### src/rtl/operand_select_pipe.sv
// Purpose : N:1 operand select with a registered, elastic valid/ready output.
// Latency : 1 cycle from accept to out_valid when the output slot is free or firing.
// Backpres: 2-entry skid (main + skid); in_ready is registered and drops once the skid slot holds a beat.
//
// Ports:
//   clk, rst            single clock, synchronous active-high reset
//   in_data, sel        N packed WIDTH-bit inputs and the index of the one to forward
//   in_valid, in_ready  upstream handshake (in_ready = skid slot empty, from a register)
//   flush               drops every held beat and any beat accepted in the same cycle
//   out_data, out_err   registered selected word and "sel was out of range" flag
//   out_valid, out_ready downstream handshake
module operand_select_pipe #(
    parameter int WIDTH = 32,
    parameter int N     = 4,
    parameter int SEL_W = 2
) (
    input  logic                 clk,
    input  logic                 rst,
    input  logic [N*WIDTH-1:0]   in_data,
    input  logic [SEL_W-1:0]     sel,
    input  logic                 in_valid,
    output logic                 in_ready,
    input  logic                 flush,
    output logic [WIDTH-1:0]     out_data,
    output logic                 out_err,
    output logic                 out_valid,
    input  logic                 out_ready
);

    // Elaboration-time legality of the parameter set.
    if (N < 2 || N > 16) begin : g_bad_n
        $error("operand_select_pipe: N must lie in 2..16");
    end
    if ((1 << SEL_W) < N) begin : g_bad_sel_w
        $error("operand_select_pipe: SEL_W too narrow to address N inputs");
    end

    // ------------------------------------------------------------------
    // Select. Out-of-range indices produce an all-zero word with err set,
    // matching the zero default of the older fixed-size selectors.
    // ------------------------------------------------------------------
    logic [WIDTH-1:0] w_sel_dat;
    logic             w_sel_err;

    always_comb begin
        w_sel_dat = '0;
        w_sel_err = 1'b1;
        for (int k = 0; k < N; k++) begin
            if (sel == SEL_W'(k)) begin
                w_sel_dat = in_data[k*WIDTH +: WIDTH];
                w_sel_err = 1'b0;
            end
        end
    end

    // ------------------------------------------------------------------
    // Storage: main slot drives the outputs, skid slot absorbs the one
    // beat that can be accepted while the main slot is stalled.
    // ------------------------------------------------------------------
    logic             r_main_vld;
    logic [WIDTH-1:0] r_main_dat;
    logic             r_main_err;
    logic             r_skid_vld;
    logic [WIDTH-1:0] r_skid_dat;
    logic             r_skid_err;

    logic             w_accept;
    logic             w_fire;

    // in_ready depends only on r_skid_vld, so there is no combinational
    // path from in_valid or out_ready back to the upstream stage.
    assign in_ready  = ~r_skid_vld;
    assign w_accept  = in_valid & ~r_skid_vld;
    assign w_fire    = r_main_vld & out_ready;

    assign out_valid = r_main_vld;
    assign out_data  = r_main_dat;
    assign out_err   = r_main_err;

    always_ff @(posedge clk) begin
        if (rst) begin
            r_main_vld <= 1'b0;
            r_main_dat <= '0;
            r_main_err <= 1'b0;
            r_skid_vld <= 1'b0;
            r_skid_dat <= '0;
            r_skid_err <= 1'b0;
        end else if (flush) begin
            // Data registers keep their contents; they are masked by out_valid = 0.
            r_main_vld <= 1'b0;
            r_skid_vld <= 1'b0;
        end else if (!r_main_vld || w_fire) begin
            // Main slot is free this edge. The skid beat is older than any
            // new beat, so it goes first to keep acceptance order. While the
            // skid slot is full in_ready is low, so no beat is lost here.
            if (r_skid_vld) begin
                r_main_vld <= 1'b1;
                r_main_dat <= r_skid_dat;
                r_main_err <= r_skid_err;
                r_skid_vld <= 1'b0;
            end else if (w_accept) begin
                r_main_vld <= 1'b1;
                r_main_dat <= w_sel_dat;
                r_main_err <= w_sel_err;
            end else begin
                r_main_vld <= 1'b0;
            end
        end else if (w_accept) begin
            // Main slot stalled: park the new beat in the skid slot.
            r_skid_vld <= 1'b1;
            r_skid_dat <= w_sel_dat;
            r_skid_err <= w_sel_err;
        end
    end

endmodule
### config.mk
export PLATFORM = sky130hd
export DESIGN_NAME = operand_select_pipe
export DESIGN_NICKNAME = d
export VERILOG_FILES = /design/src/rtl/operand_select_pipe.sv
export SDC_FILE = /design/constraint.sdc
export NUM_CORES = 1
export LEC_CHECK = 0
export ABC_AREA = 1
export ABC_CLOCK_PERIOD_IN_PS = 1600
export BUFFER_PORTS_ARGS = -buffer_cell sky130_fd_sc_hd__buf_2
export CORE_ASPECT_RATIO = 1.1
export CORE_MARGIN = 5
export CORE_UTILIZATION = 48
export DETAILED_ROUTE_END_ITERATION = 6
export PLACE_DENSITY = 0.81
export SLEW_MARGIN = 10
export SYNTH_ARGS = -nofsm -noshare
export SYNTH_HDL_FRONTEND = slang
export SYNTH_SLANG_ARGS = --single-unit
### constraint.sdc
create_clock -name clk -period 1.6 [get_ports clk]
set_input_delay 0 -clock clk [delete_from_list [all_inputs] [get_ports clk]]
set_output_delay 0 -clock clk [all_outputs]
set_load 0.05 [all_outputs]
# Yosys cells after proc, flatten, opt, wreduce, memory -nomap -nowiden

Cells that the tools add are included.

Register bits after elaboration: 68
Latch bits: 0
Bits in writable memories: 0
ROM bits: 0
Output and inout port bits: 35
Word-level logic and storage cells: 36
Memories kept: 0

Add/subtract/negate cells: 0
Multiply operators: 0
Divide/modulo/power cells: 0
Magnitude comparators: 0
Eq/ne operators: 3
Shifts and indexed selects: 0
Muxes and demuxes: 14
Bitwise gates (word level): 5
Reductions and logical operators: 8

Operators with widths:

| kind               | number |
|---|---|
| $mux 32            | 6 |
| $mux 1             | 8 |
| $reduce_and 3->1   | 2 |
| $eq 2x2->1 const B | 2 |
| $not 1->1          | 3 |
| $reduce_or 3->1    | 1 |
| $and 1x1->1        | 2 |
| $eq 2x1->1 const B | 1 |
| $logic_not 2->1    | 1 |
| $reduce_bool 2->1  | 1 |
| $reduce_or 2->1    | 1 |
| $logic_not 1->1    | 1 |
| $logic_or 1x1->1   | 1 |

# Logic depth before layout (Yosys ltp)

Depth in word-level cells: 7
Mapped depth: 9
Depth with buffers taken out: 7

# Worst setup path before layout

No wires, ideal clock.

Path type: reg-to-reg
Start point: register r_skid_vld
End point: register r_main_dat[13] (netlist: out_data[13])
Data arrival time: 1,367 ps
Slack: 120 ps
Cell stages (with the launch flop): 7
Path buffers: 2
Period minus slack after synthesis: 1,480 ps
Cell sequence: dfxtp_1 > buf_2 > inv_2 > clkbuf_1 > nand2_1 > nand2_1 > nand2_1

Word-level cells in the longest chain between the ends: 4
Elaborated cells on any way between the ends: 5

RTL lines:

| item                               | line | text |
|---|---|---|
| start: declaration                 | 63   | `logic r_skid_vld;` |
| start signal: assignment           | 85   | `r_skid_vld <= 1'b0;` |
| start signal: assignment           | 91   | `r_skid_vld <= 1'b0;` |
| start signal: assignment           | 100  | `r_skid_vld <= 1'b0;` |
| $not 1->1                          | n/a  |  |
| net in_ready                       | 22   | `output logic in_ready,` |
| $and 1x1->1                        | 73   | `assign w_accept = in_valid & ~r_skid_vld;` |
| $reduce_bool 2->1 (no source line) | n/a  |  |
| $reduce_and 3->1 (no source line)  | n/a  |  |
| end signal: assignment             | 98   | `r_main_dat <= r_skid_dat;` |
| end signal: assignment             | 103  | `r_main_dat <= w_sel_dat;` |
| end: declaration                   | 61   | `logic [WIDTH-1:0] r_main_dat;` |

The timed path passes the listed nets, and every way through them passes these cells.
A chain may end at the register's enable or synchronous reset.

# Final worst setup path

Start point: register r_skid_vld
End point: output in_ready

Word-level cells in the longest chain between the ends: 1

RTL lines:

| item             | line | text |
|---|---|---|
| $not 1->1        | 72   | `assign in_ready = ~r_skid_vld;` |
| end: declaration | 22   |  |

Every way passes these cells.

==> metrics.yaml <==
status: "completed"
ir_drop_v: 0.000357
crit_chain: "inv_2 -> buf_6 -> buf_2"
max-cap-violations: 0
syn_to_final_growth_pct: 29.6
power.density_nw_per_um2: 786
die_area_um2: 9880
critPathCaptureType: "primary output"
tightest_slew_ns: 0.505
grt_use_total_pct: 25.0
start_util_pct: 48.7
fin_worst_skew_ns: 0.00754
place_hpwl_um: 9310
p_switching_uw: 1240
grt_antenna_before_repair: 2
finalSetupViolCount: 0
hold_class: "primary input to flop"
avgSynthCellArea_um2: 6.10
cts_tree: "built"
p_leak_uw: 0.00275
cts.clk_slew.worst_paths_ns: 0.07
critPathMaxFanout: 22
cts_max_level: 3
ys_seq_area_share_pct: 35.5
layout-drive-gt1-share_pct: 26.6
dp_slack_ns: 0.309
drc: 0
min_period_ns: 1.49
worstSkewPairLatency_ns: 0.35
drt_iter0_drc: 161
cpPeakStageDelay_ns: 0.36
critPathRequiredTime_ns: 1.60
worstSetupPathType: "flop to primary output"
ant_nets: 0
numCtsBuffers: 9
coreArea_um2: 7870
setup_slack_ns: 0.107
cp.arrival_ns: 1.49
synth_top_area_cell: "dfxtp_1"
crit_buf_inv: 3
grt_pass1_wl_um: 19800
grt_max_degree: 28
syn-num-nets: 764
vias: 4562
synth_area_um2: 3830
sw_frac_of_total_pct: 31.8
cp_slowest_cell: "dfxtp_1"
grt_pass1_vias: 4459
syn_inst: 629
sequentialPowerShare_pct: 45.8
period_share_pct: 93.3
overflow: 0
wl_um: 12400
clock-root-buffer: "clkbuf_8"
viasPerCell: 5.06
cts_buffer_depth: 2
start_kind: "flop"
place_congestion: 0.879
clkPwrFrac_pct: 31.5
die_width_um: 95.2
slew_violations: 0
ys_ff_latch: 68
port_buffers: 169
crit_family: "buffers and inverters"
cts_sinks: 68
max-slew-margin-rel_pct: 66.3
yosysUniqueCellTypes: 21
die_h_um: 104
design.portCount: 170
rsz0062_at_grt: "no"
wl_per_cell_um: 13.8
n_antenna_cell: 0
intPower_uw: 2660
power_frac_comb_pct: 22.7
fmax_ghz: 0.670
row_count: 34
yosysTopAreaCellShare_pct: 35.5
nets: 923
tns_ns: 0
drt-pass1-iter-count: 4
ys_top_cells_by_area: "dfxtp_1 (35%), nand2_1 (23%), a21oi_1 (10%)"
hold_violations: 0
cts_setup_buffers: 0
yosysWarningCount: 0
## worst register-to-register path: cells and delay by family (launching register included)
family | cells | cell delay, ns
flip-flops | 1 | 0.36
buffers and inverters | 3 | 0.53
AND/OR/NAND/NOR | 5 | 0.39
## cell usage after synthesis
| master | n |
|---|---|
| nand2_1 | 231 |
| a21oi_1 | 77 |
| nand3_1 | 75 |
| dfxtp_1 | 68 |
| inv_1 | 49 |
| o21ai_0 | 27 |
| buf_2 | 20 |
| or2_1 | 19 |
| clkbuf_1 | 18 |
| nor2_1 | 15 |
| or2_0 | 11 |
| o21ai_1 | 5 |
| buf_4 | 3 |
| inv_2 | 3 |
| or2_2 | 2 |
| buf_1 | 1 |
| nand3_2 | 1 |
| nand4_1 | 1 |
| nand4_2 | 1 |
| nor2_2 | 1 |
| nor3_1 | 1 |
## power groups by stage
stage	registers [uW]	clock network (uW)	logic, uW
after global routing	1790	1350	978
final	1790	1230	886
after global placement	1820	0	865
after floorplan	2000	0	381
after detailed placement	1830	0	881
after CTS	1790	1250	889
## final cells by class
cell class,instances,area [um^2]
Timing Repair Buffer,190,1020
Inverter,52,195
Multi-Input combinational cell,467,2080
Clock buffer,11,141
Fill cell,762,2900
Sequential cell,68,1360
Clock inverter,5,27.5
Tap cell,108,135
## cell usage in the layout (no fill, tap or decap), drive strengths merged
master | netlist | final
a21oi | 77 | 77
buf | 24 | 188
clkbuf | 18 | 11
clkinv | 0 | 4
clkinvlp | 0 | 1
dfxtp | 68 | 68
dlygate4sd3 | 0 | 2
inv | 52 | 52
nand2 | 231 | 231
nand3 | 76 | 76
nand4 | 2 | 2
nor2 | 16 | 16
nor3 | 1 | 1
o21ai | 32 | 32
or2 | 32 | 32
## sequential cells by signal, summed over array words and instances, names as in the netlist
signal / flops
out_err: 1
out_data: 32
r_skid_err: 1
r_skid_vld: 1
out_valid: 1
r_skid_dat: 32
## cell families (layout without fill, tap and decap cells)
logic type | count (synthesis) | in the layout | share of synthesized area [%]
buffers and inverters | 94 | 258 | 10.1
and+or+nand+nor | 358 | 358 | 40.1
DFF | 68 | 68 | 35.5
AOI/OAI and AO/OA | 109 | 109 | 14.2
## metal layers
layer	part of all wire [%]	global-route usage (%)
met1	39	29.6
met2	47	41.8
met3	10	5.66
met4	2.8	12.2
met5	0.17	0
## worst paths after layout
path | startpoint | to | slack [ns] | depth (start not counted)
setup / recovery | r_skid_vld$_SDFFE_PP0P_ | in_ready | 0.11 | 3
hold / removal | in_data[119] | r_skid_dat[23]$_SDFFE_PP0P_ | 0.005 | 4
setup reg to reg | r_skid_vld$_SDFFE_PP0P_ | out_data[15]$_SDFFE_PP0P_ | 0.27 | 8
hold reg to reg | r_skid_err$_SDFFE_PP0P_ | r_skid_err$_SDFFE_PP0P_ | 0.45 | 2
## stage by stage
| stage | cells | power (uW) | cell area (um^2) | hold slack, ns | util [%] |
|---|---|---|---|---|---|
| 3_3_place_gp | 883 | 2690 | 4780 | 0.194 | 60.7 |
| 2_1_floorplan | 629 | 2380 | 3830 | 0.0691 | - |
| 5_1_grt | 901 | 4120 | 4970 | 0.0360 | 63.1 |
| 6_report | 901 | 3910 | 4970 | 0.00458 | 63.1 |
| 4_1_cts | 901 | 3930 | 4970 | 0.00114 | 63.1 |
| 3_5_place_dp | 883 | 2710 | 4780 | 0.197 | 60.7 |
## repair_timing
| item | 4_1_cts | 5_1_grt |
|---|---|---|
| hold endpoints to repair | 3 | 0 |
| hold buffers | 2 | 0 |
| setup endpoints to repair | 0 | 1 |
| gates resized for setup | 0 | 1 |
Note: power is estimated with default switching activity, not from simulation.
